$ cat src/rtl/fpdiv_sp_stream_adapter.sv
// fpdiv_sp_stream_adapter: valid/ready front end for a fixed-latency FloPoCo
// single-precision divider. Operands go straight into the divider. A valid
// shift register marks which divider outputs are real results, and those are
// captured into a small FIFO. The adapter only accepts an operand pair when
// the FIFO is guaranteed to have room for its result. Because of this, the
// divider never needs to be stalled.
module fpdiv_sp_stream_adapter #(
  parameter int NUM_STAGES = 12,
  parameter int FIFO_DEPTH = 16
) (
  input  logic                             clk,
  input  logic                             rst,
  input  logic                             in_valid,
  output logic                             in_ready,
  input  logic [33:0]                      in_a,
  input  logic [33:0]                      in_b,
  output logic                             div_ce,
  output logic [33:0]                      div_x,
  output logic [33:0]                      div_y,
  input  logic [33:0]                      div_r,
  output logic                             out_valid,
  input  logic                             out_ready,
  output logic [33:0]                      out_data,
  output logic [$clog2(FIFO_DEPTH+1)-1:0]  inflight
);
  localparam int CW = $clog2(FIFO_DEPTH + 1);
  localparam int PW = (FIFO_DEPTH > 1) ? $clog2(FIFO_DEPTH) : 1;
  localparam logic [PW-1:0] PTR_LAST = PW'(FIFO_DEPTH - 1);
  localparam logic [CW:0]   DEPTH_W  = FIFO_DEPTH[CW:0];
  localparam logic [CW-1:0] FULL_CNT = FIFO_DEPTH[CW-1:0];

  logic [NUM_STAGES-1:0] vld_pipe;
  logic [33:0]           mem [FIFO_DEPTH];
  logic [PW-1:0]         wr_ptr, rd_ptr;
  logic [CW-1:0]         fifo_cnt, inflight_q;
  logic [CW:0]           used;
  logic                  accept, capture, pop, full;

  // The divider free-runs so results always drain; operands go in unregistered.
  assign div_ce = 1'b1;
  assign div_x  = in_a;
  assign div_y  = in_b;

  // A slot is committed from accept until pop. Credit is taken only from
  // registered counts, so a freed slot is usable one cycle after it is freed.
  assign used      = {1'b0, fifo_cnt} + {1'b0, inflight_q};
  assign in_ready  = (used < DEPTH_W) & ~rst;
  assign accept    = in_valid & in_ready;
  assign capture   = vld_pipe[NUM_STAGES-1];
  assign out_valid = (fifo_cnt != '0);
  assign pop       = out_valid & out_ready;
  assign out_data  = mem[rd_ptr];
  assign full      = (fifo_cnt == FULL_CNT);
  assign inflight  = inflight_q;

  // Mark each divider stage that holds a real operation. The last bit lines up with div_r.
  always_ff @(posedge clk) begin
    if (rst) vld_pipe <= '0;
    else begin
      vld_pipe[0] <= accept;
      for (int i = 1; i < NUM_STAGES; i++) vld_pipe[i] <= vld_pipe[i-1];
    end
  end

  // Count operations issued to the divider whose results have not yet been captured.
  always_ff @(posedge clk) begin
    if (rst)                   inflight_q <= '0;
    else if (accept & ~capture) inflight_q <= inflight_q + 1'b1;
    else if (~accept & capture) inflight_q <= inflight_q - 1'b1;
  end

  // Result storage. The head is read combinationally, which gives first-word fall-through.
  always_ff @(posedge clk) begin
    if (capture & ~rst) mem[wr_ptr] <= div_r;
  end

  // FIFO pointers wrap at FIFO_DEPTH-1, so any depth works (not only powers of two).
  always_ff @(posedge clk) begin
    if (rst) begin
      wr_ptr   <= '0;
      rd_ptr   <= '0;
      fifo_cnt <= '0;
    end else begin
      if (capture) wr_ptr <= (wr_ptr == PTR_LAST) ? '0 : wr_ptr + 1'b1;
      if (pop)     rd_ptr <= (rd_ptr == PTR_LAST) ? '0 : rd_ptr + 1'b1;
      if (capture & ~pop)      fifo_cnt <= fifo_cnt + 1'b1;
      else if (~capture & pop) fifo_cnt <= fifo_cnt - 1'b1;
    end
  end

  // The credit scheme makes capture into a full FIFO (with no pop in the same cycle) impossible.
  assert property (@(posedge clk) disable iff (rst) !(capture && full && !pop));

endmodule
$ cat config.mk
export PLATFORM = sky130hd
export DESIGN_NAME = fpdiv_sp_stream_adapter
export DESIGN_NICKNAME = d
export VERILOG_FILES = /design/src/rtl/fpdiv_sp_stream_adapter.sv
export SDC_FILE = /design/constraint.sdc
export NUM_CORES = 1
export LEC_CHECK = 0
export BUFFER_PORTS_ARGS = -buffer_cell sky130_fd_sc_hd__buf_2
export CAP_MARGIN = 10
export CORE_UTILIZATION = 29
export DETAILED_ROUTE_END_ITERATION = 12
export GPL_ROUTABILITY_DRIVEN = 0
export SLEW_MARGIN = 20
export SYNTH_ARGS = -nofsm -noshare
export SYNTH_HDL_FRONTEND = slang
export SYNTH_SLANG_ARGS = --single-unit
$ cat constraint.sdc
create_clock -name clk -period 8.4 [get_ports clk]
set_clock_uncertainty 0.15 [all_clocks]
set_input_delay 2.52 -clock clk [delete_from_list [all_inputs] [get_ports clk]]
set_output_delay 2.52 -clock clk [all_outputs]
set_load 0.03 [all_outputs]
==> key figures, run 1 <==
Run status
  • Status: completed

Synthesis
  • Post-synth ARST share: 0
  • Syn Area/Cell: just over 20 um^2
  • Syn Nets: 1,213
  • Yosys cell types: 44
  • Synth Cell Area: roughly 0.023 mm^2
  • Ys Warns: 0
  • Register bit total from synthesis: between 500 and 600
  • Area leader, netlist: edfxtp_1
  • Syn Inst Count: 1,088
  • Number of synthesized flops with an enable pin: 544
  • Top cells by area, synth: edfxtp_1 (73%), mux4_2 (14%), dfxtp_1 (3.0%), buf_4 (2.3%), a22oi_1 (2.3%)
  • Yosys top cell area share: 0.725
  • Sequential fraction of the synthesis area: 0.756
  • Top_reg_cell synth: edfxtp_1

Clock tree
  • Clock root cell: clkbuf_16
  • H-tree depth: 2
  • Post-CTS Setup Bufs: 0
  • CTS Hold Bufs: 0
  • Clock buffer depth: 3
  • Post_cts resized: 0
  • Clk_lat worst skew: 0.59 ns
  • TritonCTS clock tree: done
  • Clock transition at path regs: 0.06 ns
  • CTS Sinks: between 500 and 600
  • Num CTS Buffers: 54

Detailed routing
  • WL/cell: ~22 um
  • Number of DRC markers in iteration 0: 1,009
  • DRC: 0
  • Via count: 10,200
  • DR pass1 iterations: 5
  • Routed Antenna Nets: 0
  • Total Routed Length: 48,500 um
  • Vias per cell: 4.64

Floorplanning
  • Die Height: 281 um
  • Cell row count: 101
  • Core Box Area: roughly 0.076 mm^2
  • I/O pins: 216
  • Die Area: 0.0788 mm^2
  • Die width: 281 um
  • Initial Util: 0.295

Critical path
  • Crit. Startpoint: rst
  • CP Launch Type: input port
  • Slowest-stage cell, CP: or4_1
  • Worst r2r src: fifo_cnt[1]
  • WP data arrival: 3.77 ns
  • CP top delay family: simple AND/OR/NAND/NOR gates
  • Worst path depth: 4
  • Worst path cell trace: buf_2 -> or4_1 -> nor2_1 -> buf_2
  • Required time of the critical path: around 5.7 ns
  • Worst setup EP type: primary output
  • Depth of the most critical reg-to-reg path: 12
  • Crit path max fanout: 41
  • Crit path buf inv count: 2
  • Critical path's largest stage delay: approximately 0.6 ns
  • Critical path class: in -> out
  • Most frequent CP cell: buf_2

Timing
  • Setup tns final: 0 ns
  • RSZ-0062 raised after global routing: false
  • Slew @ Worst Pin: 0.916 ns
  • Final setup viols: 0
  • Max Fclk: 0.155 GHz
  • Final WS setup: slightly below 2 ns
  • Fin crit share: 0.767
  • Worst relative slew slack: 0.390
  • Final Max Slew Viols: 0
  • Min cycle time layout: 6.44 ns
  • Final hold violation count: 0

Placed design
  • HPWL after DPL: 26,000 um
  • IO buf count: 78
  • Dpl cells: between 2,000 and 2,500
  • Placed cell area: 0.0237 mm^2
  • Setup WS pre-CTS: 1.93 ns

Hold path
  • Hold WC Path Type: reg -> reg
  • Worst hold stages: 1
  • Startpoint of the worst hold path: vld_pipe[4]

Finish
  • Fin nets: 1,250
  • Non-Filler Cell Area, Final: 0.0255 mm^2
  • Layout area overhead: 13.3%
  • Share of post-route cells with drive strength above 1: 0.301
  • ANT cells: 0
  • Final cell count without fillers: 2,200

GRT
  • Vias in the first global route: 10,800
  • Total gr overflow: 0
  • Largest net degree at the start of global routing: 83
  • First-pass GRT wire length: 71,100 um
  • Initial antenna violation count: 7
  • Global-route usage over all layers: 0.123

Job
  • Maxcap violations: 0

Pwr
  • Power per cell area: 266 mW/mm^2
  • VDD IR-drop max: 0.000175 V
  • Static leakage: approximately 8 nW
## cell usage in the layout (no fill, tap or decap), types with 3 or more instances in the layout
| cell | instances |
|---|---|
| nand2_1 | 39 |
| clkbuf_1 | 5 |
| ha_1 | 17 |
| or4_1 | 3 |
| inv_1 | 7 |
| a21oi_1 | 13 |
| bufinv_16 | 9 |
| and2_2 | 13 |
| clkinv_1 | 11 |
| nor2_4 | 3 |
| a22oi_1 | 68 |
| clkinv_2 | 16 |
| edfxtp_1 | 544 |
| xor2_1 | 5 |
| mux4_2 | 136 |
| clkbuf_16 | 54 |
| nor2b_1 | 14 |
| mux2i_1 | 5 |
| nor2_1 | 26 |
| dfxtp_1 | 32 |
| buf_2 | 78 |
| nand2b_1 | 4 |
| buf_4 | 23 |
## Yosys cell counts (2+ instances only)
master and instances:
mux4_2 136, nor2b_1 16, nand2b_1 4, edfxtp_1 544
mux2_2 2, and2_1 13, nor3b_1 2, buf_1 5
clkbuf_1 25, a21o_1 2, nand2_1 39, dfxtp_1 34
nor3_1 4, inv_1 7, or4_1 3, buf_6 6
buf_2 16, nor2_1 29, a22oi_1 68, xor2_1 5
mux2i_1 5, o211ai_1 2, nand3_1 2, a31oi_1 2
a21oi_1 13, ha_1 17, fa_1 2, buf_4 69
## area by class of cell
type | instances | area (um^2)
clock buffers | 59 | 1370
flip-flops and latches | 578 | 17000
inverters | 7 | 26.3
clock inverters | 42 | 470
fillers | 7160 | 50800
well taps | 1030 | 1290
repair buffers | 102 | 583
multi-input cells | 382 | 4760
## cell families after synthesis
group,Yosys count,synth area share
AOI/OAI and AO/OA,93,0.0294
xor gates and xnor gates,6,0.00233
adders and majority gates,19,0.0112
buffers and inverters,128,0.0357
DFF,578,0.756
muxes,143,0.139
other,1,0.000167
and+or+nand+nor,120,0.0263
## layer usage
metal / part of all wire / global-route usage / vias up
li1: - / - / 4449
met1: 0.41 / 0.155 / 5423
met2: 0.51 / 0.214 / 267
met3: 0.056 / 0.0268 / 68
met4: 0.017 / 0.0325 / 10
met5: 0.0013 / 0 / -
## flip-flops by register name (all words and copies together), names as in the netlist, named ones only
| signal | cells |
|---|---|
| rd_ptr | 4 |
| fifo_cnt | 5 |
| wr_ptr | 4 |
| vld_pipe | 12 |
| mem | 544 |
| inflight | 5 |
## stage by stage
step | hold WS [ns] | util | total power [mW]
after detailed placement | 0.280 | 0.310 | 4.38
final | 0.288 | 0.334 | 6.80
after floorplan | 0.264 | - | 4.18
after CTS | 0.296 | 0.334 | 6.89
after global placement | 0.271 | 0.310 | 4.36
after global routing | 0.309 | 0.334 | 7.05
## worst paths after layout
path | end | slack (ns)
worst max-delay path | in_ready | 1.96
worst min-delay path | vld_pipe[5] | 0.29
worst max register to register | inflight[4] | 5.26
worst min register to register | vld_pipe[5] | 0.29
## power by group
part	switching [mW]	total, mW	internal [mW]
logic	0.537	1.03	0.493
registers	0.0848	3.26	3.17
clock network	1.06	2.52	1.46
total	1.68	6.80	5.13
No activity file was read; power rests on OpenSTA's default activity.
==> inputs of run 2 (changes only) <==
==> constraint.sdc (replaced) <==
create_clock -name clk -period 6.7 [get_ports clk]
set_clock_uncertainty 0.15 [all_clocks]
set_input_delay 2.01 -clock clk [delete_from_list [all_inputs] [get_ports clk]]
set_output_delay 2.01 -clock clk [all_outputs]
set_load 0.03 [all_outputs]
==> run 2 against run 1 <==
Cell area down 0.17%. Hold slack worse by 0.0038 ns. First-iteration DRC count down 16%. Combinational power up 27%. Clock power up 19%. Worst setup slack worse by 0.50 ns. Global-route usage up 0.47 points. Critical endpoint is now out_data[1].
==> key figures, run 2 (same netlist as run 1, synthesis figures left out) <==
Critical path
  • Crit path buf inv count: 2 (unchanged)
  • Slowest-stage cell, CP: dfxtp_4
  • CP top delay family: flip-flops
  • Critical path's largest stage delay: 0.85 ns (+0.25 ns)
  • WP data arrival: 3.08 ns (-0.69 ns)
  • Crit path max fanout: 35 (-15%)
  • Critical path class: reg -> out
  • Worst path cell trace: buf_4 -> mux4_2 -> a22oi_1 -> nand2_1 -> buf_2
  • Worst setup EP type: primary output
  • Required time of the critical path: 4.54 ns (-1.19 ns)
  • CP Launch Type: flop

Pwr
  • Static leakage: 7.94 nW (-0.39%)
  • VDD IR-drop max: 0.000190 V (+8.5%)
  • Tot Pwr: 8.40 mW (+24%)
  • Power per cell area: 330 mW/mm^2 (+24%)

Timing
  • Final setup viols: 0 (unchanged)
  • Worst relative slew slack: 0.227 (-0.163)
  • Slew @ Worst Pin: 1.16 ns (+0.244 ns)
  • Fin crit share: 0.782
  • Max Fclk: 0.191 GHz
  • Worst hold slack: 0.285 ns (-0.00376 ns)
  • RSZ-0062 raised after global routing: false
  • Final hold violation count: 0 (unchanged)
  • Final Max Slew Viols: 0 (unchanged)
  • Setup tns final: 0 ns (unchanged)
  • Min cycle time layout: 5.24 ns

Placed design
  • Placed cell area: 0.0237 mm^2 (+0.20%)
  • HPWL after DPL: 27,600 um (+6.2%)
  • IO buf count: 78 (unchanged)
  • Dpl cells: 2,102 (+0.14%)

Finish
  • ANT cells: 0 (unchanged)
  • Layout area overhead: 13.2%
  • Share of post-route cells with drive strength above 1: 0.299 (-0.00222)
  • Number of flip-flops in the largest register: 544 (unchanged)
  • Biggest register: mem
  • Non-Filler Cell Area, Final: 0.0255 mm^2 (-0.17%)
  • Biggest regs: mem (544), vld_pipe (12)
  • Most common cell after layout, fill and taps aside: edfxtp_1
  • Fin nets: 1,255 (+0.40%)
  • Layout fillers: 7,194 (+0.47%)
  • Most frequent cells in the layout: edfxtp_1 (544), mux4_2 (136), buf_2 (78)
  • Final cell count without fillers: 2,202 (+0.091%)

Floorplanning
  • Die width: 281 um (unchanged)
  • Die Area: 0.0788 mm^2 (unchanged)
  • Die Height: 281 um (unchanged)
  • I/O pins: 216 (unchanged)
  • Core Box Area: 0.0763 mm^2 (unchanged)
  • Initial Util: 0.295 (unchanged)
  • Cell row count: 101 (unchanged)

GRT
  • Initial antenna violation count: 8 (+1)
  • Largest net degree at the start of global routing: 61 (-27%)
  • Vias in the first global route: 11,000 (+1.8%)
  • Global-route usage over all layers: 0.128 (+0.00475)
  • Total gr overflow: 0 (unchanged)
  • First-pass GRT wire length: 73,600 um (+3.5%)

Detailed routing
  • Number of DRC markers in iteration 0: 851 (-16%)
  • Via count: 10,400 (+1.7%)
  • Vias per cell: 4.72 (+1.6%)
  • DR pass1 iterations: 5 (unchanged)
  • Routed Antenna Nets: 0 (unchanged)
  • WL/cell: 22.7 um (+3.0%)
  • DRC: 0 (unchanged)
  • Total Routed Length: 50,000 um (+3.1%)

Clock tree
  • CTS Sinks: 578 (unchanged)
  • Clock buffer depth: 3 (unchanged)
  • CTS Hold Bufs: 0 (unchanged)
  • TritonCTS clock tree: done
  • H-tree depth: 2 (unchanged)
  • Post_cts resized: 0 (unchanged)
  • Clock root cell: clkbuf_16
  • Post-CTS Setup Bufs: 0 (unchanged)
  • Clk_lat worst skew: 0.60 ns (about the same)
  • Clock transition at path regs: 0.06 ns (about the same)
  • Num CTS Buffers: 56 (+3.7%)

Hold path
  • Hold WC Path Type: reg -> reg

Job
  • Maxcap violations: 0 (unchanged)

Run status
  • Status: completed
## run 2: cell count changes in the layout (fill, tap and decap cells not counted), moves of 2 or more
cell	delta
clkbuf_1	+3
buf_12	+2
bufinv_16	-5
clkbuf_16	+2
clkinv_2	-3
## run 2: report_power, final
part,total [mW],leakage (nW),switching [mW],internal (mW)
clock network,3.01,0.852,1.32,1.69
logic,1.31,1.93,0.677,0.631
registers,4.09,5.16,0.112,3.98
total,8.40,7.94,2.11,6.30
## run 2: worst reg2reg max path, cell delays in order, from the launching register on
cell and delay (ns):
dfxtp_1 0.45, ha_1 0.28, a31o_2 0.25, a21oi_1 0.14, nor2b_1 0.09, nor3b_1 0.24, ha_1 0.25, inv_1 0.10
ha_1 0.34, nand2b_1 0.07, a21oi_1 0.18, mux2i_1 0.28, mux2_2 0.35
## run 2: cell type report
type / count / area [um^2] / share of cell area
clock inverter: 36 / 317 / 0.0124
sequential: 578 / 17000 / 0.668
clock buffer: 64 / 1430 / 0.0562
timing repair buffer: 105 / 631 / 0.0247
inverter: 7 / 26.3 / 0.00103
multi-input combinational: 382 / 4760 / 0.187
tap: 1030 / 1290 / 0.0506
## run 2: routing by layer
layer | track usage | share of wire
met1 | 0.163 | 0.41
met3 | 0.0286 | 0.059
met4 | 0.0339 | 0.019
met5 | 0 | 0.00098
met2 | 0.220 | 0.51
## run 2: path summary, 6_finish.rpt
path | slack, ns | cells past startpoint | endpoint | startpoint
worst max-delay path | 1.46 | 5 | out_data[1] | flop
worst min-delay path | 0.28 | 1 | vld_pipe[11] | vld_pipe[10]
worst max register to register | 3.41 | 12 | inflight[4] | fifo_cnt[1]
worst min register to register | 0.28 | 1 | vld_pipe[11] | vld_pipe[10]
## run 2: through the flow
step           utilization  setup slack, ns
2_1_floorplan            -             1.39
3_3_place_gp         0.311             1.55
3_5_place_dp         0.311             1.62
4_1_cts              0.334             1.32
5_1_grt              0.334             1.16
6_report             0.334             1.46
==> inputs of run 3 (changes only) <==
==> constraint.sdc (replaced) <==
create_clock -name clk -period 5.2 [get_ports clk]
set_clock_uncertainty 0.15 [all_clocks]
set_input_delay 1.56 -clock clk [delete_from_list [all_inputs] [get_ports clk]]
set_output_delay 1.56 -clock clk [all_outputs]
set_load 0.03 [all_outputs]
==> run 3 against run 2 <==
Sequential share of layout area fell by 0.30 points. Count of clock-buffer cells in the layout rose by 5. Cell area rose by 0.46%. Clock power rose by 25%. Utilization rose by 0.15 points. Total power rose by 28%. Critical path depth did not move. Routed wire length rose by 1.4%. Worst setup slack got worse by 0.96 ns. Register-to-register slack got worse by 1.3 ns. Combinational power rose by 32%. Critical path type unchanged. Largest cell class unchanged. Largest power group unchanged. Highest routed layer unchanged.
==> key figures, run 3 (same netlist as run 1, synthesis figures left out) <==
Clock tree
  • Clock buffer depth: 3 (unchanged)
  • Clock root cell: clkbuf_16
  • Post-CTS Setup Bufs: 0 (unchanged)
  • TritonCTS clock tree: done
  • CTS Sinks: 578 (unchanged)
  • Clock transition at path regs: 0.06 ns (about the same)
  • Clk_lat worst skew: 0.60 ns (about the same)
  • Num CTS Buffers: 56 (unchanged)
  • CTS Hold Bufs: 0 (unchanged)
  • Post_cts resized: 0 (unchanged)
  • H-tree depth: 2 (unchanged)

Timing
  • Slew @ Worst Pin: 0.944 ns (-0.216 ns)
  • Setup tns final: 0 ns (unchanged)
  • Final setup viols: 0 (unchanged)
  • Fin crit share: 0.903
  • Min cycle time layout: 4.69 ns
  • Max Fclk: 0.213 GHz
  • Worst relative slew slack: 0.370 (+0.143)
  • RSZ-0062 raised after global routing: false
  • Final hold violation count: 0 (unchanged)
  • Final Max Slew Viols: 0 (unchanged)

Critical path
  • Worst path cell trace: buf_12 -> mux4_2 -> a22oi_1 -> nand2_1 -> buf_2
  • Critical path class: reg -> out
  • Crit path max fanout: 35 (unchanged)
  • CP Launch Type: flop
  • Worst setup EP type: primary output
  • Worst r2r src: fifo_cnt[1]
  • Critical path's largest stage delay: 0.76 ns (-0.09 ns)
  • Required time of the critical path: 3.49 ns (-1.05 ns)
  • Slowest-stage cell, CP: dfxtp_4
  • WP data arrival: 2.98 ns (-0.10 ns)

Finish
  • Most common cell after layout, fill and taps aside: edfxtp_1
  • Non-Filler Cell Area, Final: 0.0256 mm^2 (+0.46%)
  • Biggest register: mem
  • Layout area overhead: 13.7%
  • Biggest regs: mem (544), vld_pipe (12)
  • Fin nets: 1,263 (+0.64%)
  • Layout fillers: 7,186 (-0.11%)
  • Most frequent cells in the layout: edfxtp_1 (544), mux4_2 (136), buf_2 (78)
  • ANT cells: 0 (unchanged)
  • Fin util: 0.335 (+0.00152)
  • Final cell count without fillers: 2,210 (+0.36%)
  • Number of flip-flops in the largest register: 544 (unchanged)
  • Share of post-route cells with drive strength above 1: 0.297 (-0.00202)

Placed design
  • IO buf count: 78 (unchanged)
  • Placed cell area: 0.0239 mm^2 (+0.78%)
  • HPWL after DPL: 27,900 um (+0.90%)
  • Dpl cells: 2,110 (+0.38%)

Run status
  • Status: completed

Detailed routing
  • Via count: 10,400 (-0.18%)
  • Total Routed Length: 50,800 um (+1.4%)
  • DRC: 0 (unchanged)
  • Routed Antenna Nets: 0 (unchanged)
  • DR pass1 iterations: 5 (unchanged)
  • WL/cell: 23.0 um (+1.1%)
  • Vias per cell: 4.69 (-0.54%)
  • Number of DRC markers in iteration 0: 735 (-14%)

Floorplanning
  • Core Box Area: 0.0763 mm^2 (unchanged)
  • Cell row count: 101 (unchanged)
  • Die width: 281 um (unchanged)
  • I/O pins: 216 (unchanged)
  • Die Height: 281 um (unchanged)
  • Die Area: 0.0788 mm^2 (unchanged)
  • Initial Util: 0.295 (unchanged)

GRT
  • Vias in the first global route: 11,000 (+0.13%)
  • Global-route usage over all layers: 0.129 (+0.00123)
  • Initial antenna violation count: 6 (-2)
  • Largest net degree at the start of global routing: 62 (+1.6%)
  • First-pass GRT wire length: 74,000 um (+0.53%)
  • Total gr overflow: 0 (unchanged)

Pwr
  • Static leakage: 7.98 nW (+0.43%)
  • Tot Pwr: 10.7 mW (+28%)
  • Power per cell area: 419 mW/mm^2 (+27%)
  • VDD IR-drop max: 0.000232 V (+22%)

Hold path
  • Hold WC Path Type: reg -> reg
  • Startpoint of the worst hold path: vld_pipe[3]

Job
  • Maxcap violations: 0 (unchanged)
[run 3: cell types whose count changed in the layout (fill, tap and decap cells not counted), sizes merged]
cell	previous run	this run
clkinv	27	25
inv	8	9
bufinv	4	1
clkbuf	64	69
buf	105	113
clkinvlp	4	3
[run 3: cell type report]
cell class | count | area, um^2 | share of cell area
flip-flops and latches | 578 | 17000 | 0.665
multi-input cells | 382 | 4760 | 0.186
inverters | 7 | 26.3 | 0.00103
clock inverters | 31 | 209 | 0.00816
clock buffers | 69 | 1470 | 0.0575
well taps | 1030 | 1290 | 0.0503
repair buffers | 113 | 816 | 0.0319
[run 3: critical path: cells and delay by family (launching register included)]
family / cells / cell delay [ns]
flops: 1 / 0.76
buf+inv: 2 / 0.60
mux: 1 / 0.55
compound gates: 1 / 0.24
simple gates: 1 / 0.18
[run 3: layer usage]
metal | global-route usage | part of all wire | up-vias
met5 | 0 | 0.0010 | -
met4 | 0.0363 | 0.021 | 8
met3 | 0.0323 | 0.072 | 78
met2 | 0.221 | 0.51 | 306
met1 | 0.162 | 0.40 | 5482
li1 | - | - | 4495
[run 3: through the flow]
step / setup slack (ns) / hold slack, ns
4_1_cts: 0.410 / 0.287
5_1_grt: 0.286 / 0.307
3_5_place_dp: 0.990 / 0.277
6_report: 0.507 / 0.285
2_1_floorplan: 0.336 / 0.264
3_3_place_gp: 0.951 / 0.274
[run 3: report_power, final]
group / switching (mW) / leakage (nW) / internal, mW
Sequential: 0.113 / 5.16 / 5.12
Clock: 1.70 / 0.812 / 2.06
Combinational: 0.899 / 2.00 / 0.826
Total: 2.71 / 7.98 / 8.01
[run 3: path summary, 6_finish.rpt]
| path | endpoint | slack, ns | cells after the start |
|---|---|---|---|
| setup / recovery | out_data[3] | 0.51 | 5 |
| hold / removal | vld_pipe[4] | 0.28 | 1 |
| setup reg to reg | inflight[4] | 2.08 | 12 |
| hold reg to reg | vld_pipe[4] | 0.28 | 1 |
